--- src/rtl/seq_capture_pkg.sv ---
// Shared types and defaults for the sequence-capture FIFO and its recurrence checker.
package seq_capture_pkg;
   localparam int SEQ_DEPTH_DFLT = 4;
   localparam int SEQ_WIDTH_DFLT = 8;

   typedef logic [SEQ_WIDTH_DFLT-1:0] sample_t;

   typedef enum logic [1:0] {
      CK_IDLE,
      CK_ONE,
      CK_RUN
   } ck_state_t;
endpackage

--- src/rtl/seq_recur_check.sv ---
// Recurrence checker: flags (sticky) any captured sample that is not the WIDTH-bit
// sum of the two samples captured before it.
module seq_recur_check
   import seq_capture_pkg::*;
#(
   parameter int WIDTH = SEQ_WIDTH_DFLT
) (
   input  logic             clk,
   input  logic             rst,
   input  logic             adv,
   input  logic [WIDTH-1:0] samp,
   output logic             mismatch
);

   ck_state_t        state_q, state_d;
   logic [WIDTH-1:0] p1_q, p1_d;
   logic [WIDTH-1:0] p2_q, p2_d;
   logic             mismatch_q, mismatch_d;
   logic [WIDTH-1:0] sum;

   always_comb begin
      state_d    = state_q;
      p1_d       = p1_q;
      p2_d       = p2_q;
      mismatch_d = mismatch_q;
      // Carry out is dropped on purpose: wrap-around is a legal sequence step.
      sum        = p1_q + p2_q;
      if (adv) begin
         case (state_q)
            CK_IDLE: begin
               p1_d    = samp;
               state_d = CK_ONE;
            end
            CK_ONE: begin
               p2_d    = p1_q;
               p1_d    = samp;
               state_d = CK_RUN;
            end
            default: begin
               if (samp != sum) mismatch_d = 1'b1;
               p2_d    = p1_q;
               p1_d    = samp;
               state_d = CK_RUN;
            end
         endcase
      end
   end

   always_ff @(posedge clk or posedge rst) begin
      if (rst) begin
         state_q    <= CK_IDLE;
         p1_q       <= '0;
         p2_q       <= '0;
         mismatch_q <= 1'b0;
      end else begin
         state_q    <= state_d;
         p1_q       <= p1_d;
         p2_q       <= p2_d;
         mismatch_q <= mismatch_d;
      end
   end

   assign mismatch = mismatch_q;

endmodule

--- src/rtl/seq_capture_fifo.sv ---
// Capture FIFO for the sequence generator stream with valid/ready output.
// Define SEQ_CAPTURE_CHECK_EN to build the recurrence checker driving `mismatch`.
module seq_capture_fifo
   import seq_capture_pkg::*;
#(
   parameter int DEPTH = SEQ_DEPTH_DFLT,
   parameter int WIDTH = SEQ_WIDTH_DFLT
) (
   input  logic                     clk,
   input  logic                     rst,
   input  logic                     adv,
   input  logic [WIDTH-1:0]         samp,
   output logic                     out_valid,
   input  logic                     out_ready,
   output logic [WIDTH-1:0]         out_data,
   output logic [$clog2(DEPTH):0]   count,
   output logic                     overflow,
   output logic                     mismatch
);

   localparam int AW = $clog2(DEPTH);
   localparam int CW = AW + 1;

   logic [WIDTH-1:0] mem_q [DEPTH];
   logic [AW-1:0]    wr_ptr_q, wr_ptr_d;
   logic [AW-1:0]    rd_ptr_q, rd_ptr_d;
   logic [CW-1:0]    count_q, count_d;
   logic             overflow_q, overflow_d;
   logic             empty, full, push, pop;

   always_comb begin
      empty      = (count_q == '0);
      full       = (count_q == CW'(DEPTH));
      pop        = !empty && out_ready;
      // A pop in the same cycle frees the slot, so a full FIFO can still accept.
      push       = adv && (!full || pop);
      wr_ptr_d   = wr_ptr_q;
      rd_ptr_d   = rd_ptr_q;
      count_d    = count_q;
      overflow_d = overflow_q | (adv & full & ~pop);
      if (push) wr_ptr_d = wr_ptr_q + AW'(1);
      if (pop)  rd_ptr_d = rd_ptr_q + AW'(1);
      case ({push, pop})
         2'b10:   count_d = count_q + CW'(1);
         2'b01:   count_d = count_q - CW'(1);
         default: count_d = count_q;
      endcase
   end

   always_ff @(posedge clk or posedge rst) begin
      if (rst) begin
         wr_ptr_q   <= '0;
         rd_ptr_q   <= '0;
         count_q    <= '0;
         overflow_q <= 1'b0;
      end else begin
         wr_ptr_q   <= wr_ptr_d;
         rd_ptr_q   <= rd_ptr_d;
         count_q    <= count_d;
         overflow_q <= overflow_d;
      end
   end

   // Storage carries no reset; occupancy alone decides what is visible.
   always_ff @(posedge clk) begin
      if (push) mem_q[wr_ptr_q] <= samp;
   end

   assign out_valid = !empty;
   assign out_data  = empty ? '0 : mem_q[rd_ptr_q];
   assign count     = count_q;
   assign overflow  = overflow_q;

`ifdef SEQ_CAPTURE_CHECK_EN
   seq_recur_check #(
      .WIDTH (WIDTH)
   ) u_check (
      .clk      (clk),
      .rst      (rst),
      .adv      (adv),
      .samp     (samp),
      .mismatch (mismatch)
   );
`else
   assign mismatch = 1'b0;
`endif

endmodule

--- config.mk ---
export PLATFORM = sky130hd
export DESIGN_NAME = seq_capture_fifo
export DESIGN_NICKNAME = d
export VERILOG_FILES = /design/src/rtl/seq_capture_pkg.sv /design/src/rtl/seq_recur_check.sv /design/src/rtl/seq_capture_fifo.sv
export SDC_FILE = /design/constraint.sdc
export NUM_CORES = 1
export LEC_CHECK = 0
export ABC_AREA = 1
export CORE_ASPECT_RATIO = 1.75
export CORE_MARGIN = 10
export CORE_UTILIZATION = 29
export CTS_BUF_LIST = sky130_fd_sc_hd__clkbuf_16
export DETAILED_ROUTE_END_ITERATION = 8
export GPL_ROUTABILITY_DRIVEN = 1
export GPL_TIMING_DRIVEN = 0
export PLACE_DENSITY = 0.47
export SLEW_MARGIN = 20
export SYNTH_ARGS = -nofsm -noshare
export SYNTH_HDL_FRONTEND = slang
export SYNTH_HIERARCHICAL = 1
export SYNTH_SLANG_ARGS = --single-unit
export TNS_END_PERCENT = 100
--- constraint.sdc ---
create_clock -name clk -period 2 [get_ports clk]
set_input_delay 0.5 -clock clk [delete_from_list [all_inputs] [get_ports clk]]
set_output_delay 0.5 -clock clk [all_outputs]
set_load 0.02 [all_outputs]
# After elaboration in Yosys (flattened, before gate mapping)
# Memories as Yosys holds them, arrays and structs flattened.
# Cells that the tools add are included.
[op_classes]
reduce_logical = 7
n_bitwise = 4
magnitude_cmp = 0
muxes = 4
multipliers = 0
shifts = 0
div = 0
add_sub_neg = 4
n_eq_ne = 3
[op_table]
columns = ["op", "n"]
rows = [
  ["$mux W8", 1],
  ["$pmux W3 S2", 1],
  ["$add A2 B1 Y2 const B", 2],
  ["$add A3 B1 Y3 const B", 1],
  ["$eq A3 B3 Y1 const B", 1],
  ["$logic_not A3 Y1", 1],
  ["$sub A3 B1 Y3 const B", 1],
  ["$and A1 B1 Y1", 2],
  ["$eq A2 B1 Y1 const B", 1],
  ["$eq A2 B2 Y1 const B", 1],
  ["$logic_and A1 B1 Y1", 2],
  ["$logic_not A1 Y1", 2],
  ["$mux W1", 2],
  ["$reduce_bool A2 Y1", 1],
  ["$logic_or A1 B1 Y1", 1],
  ["$not A1 Y1", 1],
  ["$or A1 B1 Y1", 1],
]
[totals]
mem_bits_ro = 0
latchBits = 0
mem_bits_rw = 32
word_cells = 27
mem_count = 1
reg_bits = 8
[memory_table]
columns = ["name", "depth", "width", "rd", "rd_clocked_by_memory_dff", "write_ports", "line", "text"]
rows = [
  ["mem_q", 4, 8, 1, 0, 1, "seq_capture_fifo.sv:24", "logic [WIDTH-1:0] mem_q [DEPTH];"],
]

# Longest topological paths before layout
# Gate-level depths: netlist of run 1.
[depth]
ltp_word = 7
mapped_depth = 9
depth_no_buf = 9

# Least setup slack after synthesis of run 1
# OpenSTA, ideal clock, no wires.
[synth_timing]
path_type = "register -> register"
start = "reg count_q[2], in the netlist count[2]"
end = "mem mem_q[1][0] in the netlist's numbering (enable)"
setup_ns = 0.371
arrival_ns = 1.388
path_stages_with_launch = 7
path_buffers = 0
setup_slack_ns = 0.242
cell_sequence = "dfrtp_1 > inv_1 > nand2_4 > nand2_4 > nand3_2 > nand2_4 > nor2_1"
[synth_via]
elab_chain_len = 7
[synth_lines]
columns = ["element", "line", "text"]
rows = [
  ["start: declaration", "seq_capture_fifo.sv:27", "logic [CW-1:0] count_q, count_d;"],
  ["start signal: assignment", "seq_capture_fifo.sv:59", "count_q <= count_d;"],
  ["$logic_not A3 Y1", "seq_capture_fifo.sv:32", "empty = (count_q == '0);"],
  ["$logic_not A1 Y1", "--", ""],
  ["named net out_valid", "seq_capture_fifo.sv:13", "output logic out_valid,"],
  ["$logic_and A1 B1 Y1", "seq_capture_fifo.sv:34", "pop = !empty && out_ready;"],
  ["$logic_or A1 B1 Y1", "seq_capture_fifo.sv:36", "push = adv && (!full || pop);"],
  ["$logic_and A1 B1 Y1", "seq_capture_fifo.sv:36", ""],
  ["$mux W1", "seq_capture_fifo.sv:66", "if (push) mem_q[wr_ptr_q] <= samp;"],
  ["$mux W1 (not written as such)", "seq_capture_fifo.sv:66", ""],
  ["end: declaration", "seq_capture_fifo.sv:24", ""],
]
# The timed path passes the listed nets, and every way through them passes these cells.

# Worst setup path in the final report of run 1
[layout_timing]
start = "reg count_q[0], in the netlist count[0]"
end = "out out_data[6]"
[layout_via]
elab_chain_len = 2
[layout_lines]
columns = ["element", "line", "text"]
rows = [
  ["$logic_not A3 Y1", "seq_capture_fifo.sv:32", ""],
  ["$mux W8", "seq_capture_fifo.sv:70", "assign out_data = empty ? '0 : mem_q[rd_ptr_q];"],
  ["end: declaration", "seq_capture_fifo.sv:15", "output logic [WIDTH-1:0] out_data,"],
]
# Every way passes these cells.

==> results of run 1 <==
## power by group
| part | leakage (nW) | total (W) | internal (W) | switching, W |
|---|---|---|---|---|
| Sequential | 0.384 | 0.00122 | 0.00113 | 0.0000872 |
| Clock | 0.0850 | 0.000870 | 0.000581 | 0.000289 |
| Combinational | 0.502 | 0.00206 | 0.000880 | 0.00118 |
| Total | 0.971 | 0.00414 | 0.00259 | 0.00155 |
## stage by stage
stage / setup WS [ps] / total power, W
floorplan: 241.6 / 0.002253
global placement: -448.1 / 0.002911
detailed placement: -489.4 / 0.002972
CTS: -104.9 / 0.003950
global route: -92.65 / 0.004394
finish: -3.459 / 0.004141
## cell type report
cell class / instances / area [um^2] / share of cell area [%]
tap: 78 / 97.59 / 3.994
inverter: 17 / 78.83 / 3.226
sequential: 40 / 1162 / 47.57
clock buffer: 5 / 125.1 / 5.120
multi-input combinational: 94 / 541.8 / 22.17
buffer: 5 / 70.07 / 2.867
clock inverter: 3 / 38.79 / 1.587
timing repair buffer: 35 / 329.1 / 13.47
## cell usage after synthesis (3+ instances only)
library cell	number
inv_1	16
o21ai_0	17
nor2_1	38
nand2_1	8
dfrtp_1	8
ha_1	4
edfxtp_1	32
nand3_1	4
a21oi_1	9
nand2_4	3
## sequential cells by signal (all words and copies together), names as in the netlist
| register | flops |
|---|---|
| count | 3 |
| rd_ptr_q | 2 |
| overflow | 1 |
| mem_q | 32 |
| wr_ptr_q | 2 |
## what timing repair did
action	4_1_cts	5_1_grt
setup buffers	2	8
setup endpoints to repair	41	10
resized for setup	53	19
pin swaps	1	9
gates cloned	0	1
## routing by layer
metal / vias up / global-route usage, %
met1: 592 / 9.430
met2: 34 / 15.57
met5: - / 0
met4: 0 / 3.153
met3: 7 / 3.125
li1: 601 / -
## worst paths after layout
check / startpoint / depth (start not counted) / end
setup / recovery: count[0] / 6 / out_data[6]
hold / removal: overflow / 1 / overflow
setup reg to reg: count[0] / 8 / count[1]
hold reg to reg: overflow / 1 / overflow
max in group asynchronous: rst / 2 / count[0]
min in group asynchronous: rst / 2 / count[2]
## critical path, stage by stage (launching register included)
cell,delay [ps]
dfrtp_2,400
nor2_4,70
nand2_4,100
clkinvlp_4,220
buf_6,190
a21oi_2,120
buf_6,130
## cell families (layout without fill, tap and decap cells)
logic type / Yosys count / after routing / synth area share [%]
and+or+nand+nor: 58 / 58 / 15.27
DFF: 40 / 40 / 65.58
AOI/OAI and AO/OA: 27 / 27 / 7.774
buffers and inverters: 22 / 65 / 5.300
adders and majority gates: 5 / 5 / 3.958
xor gates and xnor gates: 3 / 3 / 1.909
other: 1 / 1 / 0.2118
==> impl_metrics.tcl, run 1 <==
set metrics [dict create \
    max_freq_mhz 499.1 \
    route.antenna.remaining_nets 0 \
    clockBufferDepth 2 \
    holdWs_ps 480.6 \
    final_common_cell "nor2_1" \
    cp.arrival_ps 1500 \
    cap_violations 0 \
    core_um2 5926 \
    port_buffers 24 \
    hp-class "register to register" \
    dpl.hpwl_um 2889 \
    ctsHoldBuffers 0 \
    period_share_pct 100.2 \
    setup_slack_ps -3.459 \
    h-tree-depth 2 \
    die_w_um 79.07 \
    worst_pin_slew_ps 503.1 \
    die-area_um2 9753 \
    gp_congestion 0.7540 \
    ys_ff_latch 40 \
    vias 1234 \
    diodes 0 \
    required_ps 1500 \
    fillCellCount 618 \
    fin_skew_ps 7.660 \
    drtIter0Drc 82 \
    cts_buffers 5 \
    synthFlopType "edfxtp_1" \
    dpl_cell_area_um2 2108 \
    grt_pass1_wl_um 6596 \
    critPathCaptureType "output pin" \
    initial_core_util_pct 29.88 \
    violations "negative setup slack" \
    syn-num-nets 173 \
    grt_overflow 0 \
    synth.distinct_cells 22 \
    met2WireLength_um 2187 \
    dpl.cell_count 258 \
    startpoint_type "register" \
    yosysTopAreaCellShare_pct 54.28 \
    yosysTopAreaCell "edfxtp_1" \
    wl_met1_um 1768 \
    reg2reg_setup_slack_ps 350 \
    async_flop_share_pct 20.00 \
    viasPerCell 4.455 \
    final_cells 277 \
    timing.slew.headroom_pct 66.43 \
    layout_common_cells "nor2_1, edfxtp_1, buf_4" \
    syn-cell-area_um2 1770 \
    clk_pin_slew_worst_paths_ps 50 \
    nNetsFinal 215 \
    area.growth.synth_to_final_pct 38.02 \
    finalInstanceArea_um2 2444 \
    setup_viol 1 \
    hold_violations 0 \
    rsz0062_at_grt "true" \
    wl_met3_um 233 \
    clock-sinks 40 \
    firstDrtPassIters 4 \
    syn_area_per_cell_um2 11.35 \
    yosys_warnings 6 \
    root_buffer "clkbuf_16" \
    grt_usage_pct 8.824 \
    yosysSeqAreaShare_pct 65.58 \
    io_pins 26 \
    antenna_found_initial 0 \
    drc 0 \
    synth_cells 156 \
    min_period_ps 2003 \
    num_rows 37 \
    wl_um 4259 \
    final_util_pct 41.24 \
    grt_pass1_vias 1292 \
    grt_max_degree 13 \
    setup_tns_ps -3.459 \
    synth_area_leaders "edfxtp_1, dfrtp_1, nor2_1" \
    cts_tree "yes" \
    powerDensity_nw_per_um2 1695 \
    clock_latency_ps 280 \
    critPathMaxFanout 8 \
    routed.top_layer "met4" \
    wl_per_cell_um 15.38 \
    drv_slew 0 \
    ir_drop_mv 0.6472 \
    critical_path_class "register to output pin" \
    die_y_um 123.4 \
    p_leak_nw 0.9714 \
    status "finished, violations left" \
    synth_edf_count 32 \
    drive_gt1_share_pct 24.12 \
]
Note: power is estimated with default switching activity, not from simulation.
==> inputs of run 2 (changes only) <==
--- a/config.mk
+++ b/config.mk
@@ -13,7 +13,6 @@
 export DETAILED_ROUTE_END_ITERATION = 8
 export GPL_ROUTABILITY_DRIVEN = 1
 export GPL_TIMING_DRIVEN = 0
-export PLACE_DENSITY = 0.47
 export SLEW_MARGIN = 20
 export SYNTH_ARGS = -nofsm -noshare
 export SYNTH_HDL_FRONTEND = slang
==> impl_metrics.tcl, run 2 (same netlist as run 1, synthesis figures left out) <==
set metrics [dict create \
    setup_viol 1 \
    grt_max_degree 13 \
    startpoint_type "register" \
    setup_slack_ps -2.235 \
    drive_gt1_share_pct 21.65 \
    root_buffer "clkbuf_16" \
    hp-class "input port to asynchronous set/reset pin" \
    initial_core_util_pct 29.88 \
    fin_skew_ps 3.333 \
    vias 1183 \
    nNetsFinal 210 \
    p_leak_nw 0.9162 \
    clock-sinks 40 \
    cts_buffers 5 \
    gp_congestion 0.7612 \
    powerDensity_nw_per_um2 1624 \
    final_util_pct 39.42 \
    drtIter0Drc 56 \
    max_freq_mhz 499.4 \
    clock_latency_ps 280 \
    critPathCaptureType "output pin" \
    clk_pin_slew_worst_paths_ps 50 \
    io_pins 26 \
    critPathMaxFanout 8 \
    holdWs_ps 472.1 \
    viasPerCell 4.349 \
    drc 0 \
    layout_common_cells "nor2_1, edfxtp_1, inv_1" \
    hold_violations 0 \
    num_rows 37 \
    finalInstanceArea_um2 2336 \
    ctsHoldBuffers 0 \
    status "finished, violations left" \
    die_w_um 79.07 \
    cts_tree "yes" \
    grt_usage_pct 7.898 \
    diodes 0 \
    h-tree-depth 2 \
    die-area_um2 9753 \
    violations "negative setup slack" \
    wl_um 3663 \
    firstDrtPassIters 4 \
    rsz0062_at_grt "true" \
    post-place-ws_ps -447.4 \
    drv_slew 0 \
    grt_pass1_wl_um 5837 \
    ir_drop_mv 0.6603 \
    dpl_cell_area_um2 2108 \
    route.antenna.remaining_nets 0 \
    area.growth.synth_to_final_pct 31.94 \
    dpl.hpwl_um 2599 \
    grt_overflow 0 \
    clockBufferDepth 2 \
    cp.arrival_ps 1500 \
    port_buffers 24 \
    cap_violations 0 \
    largest_reg_flops 32 \
    largest_register "mem_q" \
    critical_path_class "register to output pin" \
    antenna_found_initial 0 \
    min_period_ps 2002 \
    die_y_um 123.4 \
    period_share_pct 100.1 \
    required_ps 1500 \
    core_um2 5926 \
    grt_pass1_vias 1176 \
    wl_per_cell_um 13.47 \
]
==> run 2: cell types whose count changed in the layout (fill, tap and decap cells not counted), moves of 2 or more <==
cell,delta
buf_4,-3
o21ai_1,+4
o21ai_0,-4
nor2_4,-2
nor2_2,+3
clkbuf_16,-2
==> run 2: layout make-up <==
cell class	count	area, um^2
Tap cell	78	97.59
Inverter	17	76.32
Sequential cell	40	1162
Buffer	5	58.81
Timing Repair Buffer	30	270.3
Clock buffer	5	125.1
Fill cell	605	3590
Multi-Input combinational cell	94	530.5
Clock inverter	3	15.01
==> run 2: report_power, final <==
part	leakage [nW]	switching (W)	internal, W	total (W)
Clock	0.0687	0.000293	0.000452	0.000745
Sequential	0.384	0.0000932	0.00113	0.00122
Combinational	0.463	0.00107	0.000756	0.00183
Total	0.916	0.00146	0.00234	0.00379
==> run 2: through the flow <==
| stage | total power [W] | cells | TNS [ps] |
|---|---|---|---|
| 6_report | 0.003793 | 272 | -2.235 |
| 2_1_floorplan | 0.002253 | 156 | 0 |
| 3_3_place_gp | 0.002907 | 258 | -16150 |
| 5_1_grt | 0.004069 | 272 | -570.4 |
| 4_1_cts | 0.003763 | 271 | -11.44 |
| 3_5_place_dp | 0.002925 | 258 | -15780 |
==> run 2: critical path, stage by stage, from the launching register on <==
cell,delay [ps]
dfrtp_1,330
buf_6,110
clkinvlp_4,180
buf_6,170
nor2_1,70
o21ai_1,60
a21oi_1,140
buf_4,160
==> run 2: final timing paths <==
kind                            slack [ps]         from  cells after the start           to
worst max-delay path                    -2  rd_ptr_q[1]                      7  out_data[2]
worst min-delay path                   470          rst                      2  wr_ptr_q[1]
worst max register to register         360     count[0]                      6  mem_q[2][1]
worst min register to register         480     overflow                      1     overflow
max in group asynchronous             1260          rst                      2     count[0]
min in group clk                       480     overflow                      1     overflow
==> run 2: timing repair <==
action	4_1_cts	5_1_grt
pin swaps	2	12
gates resized for setup	54	17
setup endpoints to repair	41	9
buffers inserted	5	1
==> run 2: metal layers <==
layer  vias to the layer above  track usage [%]  part of all wire [%]
li1                        590                -                     -
met1                       567            7.810                    37
met2                        19            14.29                    56
met3                         7            1.672                   3.5
met4                         0            5.405                   3.1
met5                         -                0                     0
==> inputs of run 3 (changes only) <==
--- a/config.mk
+++ b/config.mk
@@ -13,7 +13,7 @@
 export DETAILED_ROUTE_END_ITERATION = 8
 export GPL_ROUTABILITY_DRIVEN = 1
 export GPL_TIMING_DRIVEN = 0
-export SLEW_MARGIN = 20
+export SLEW_MARGIN = 0
 export SYNTH_ARGS = -nofsm -noshare
 export SYNTH_HDL_FRONTEND = slang
 export SYNTH_HIERARCHICAL = 1
==> results of run 3 <==
No change in the layout: final DEF, timing and power equal those of run 2.
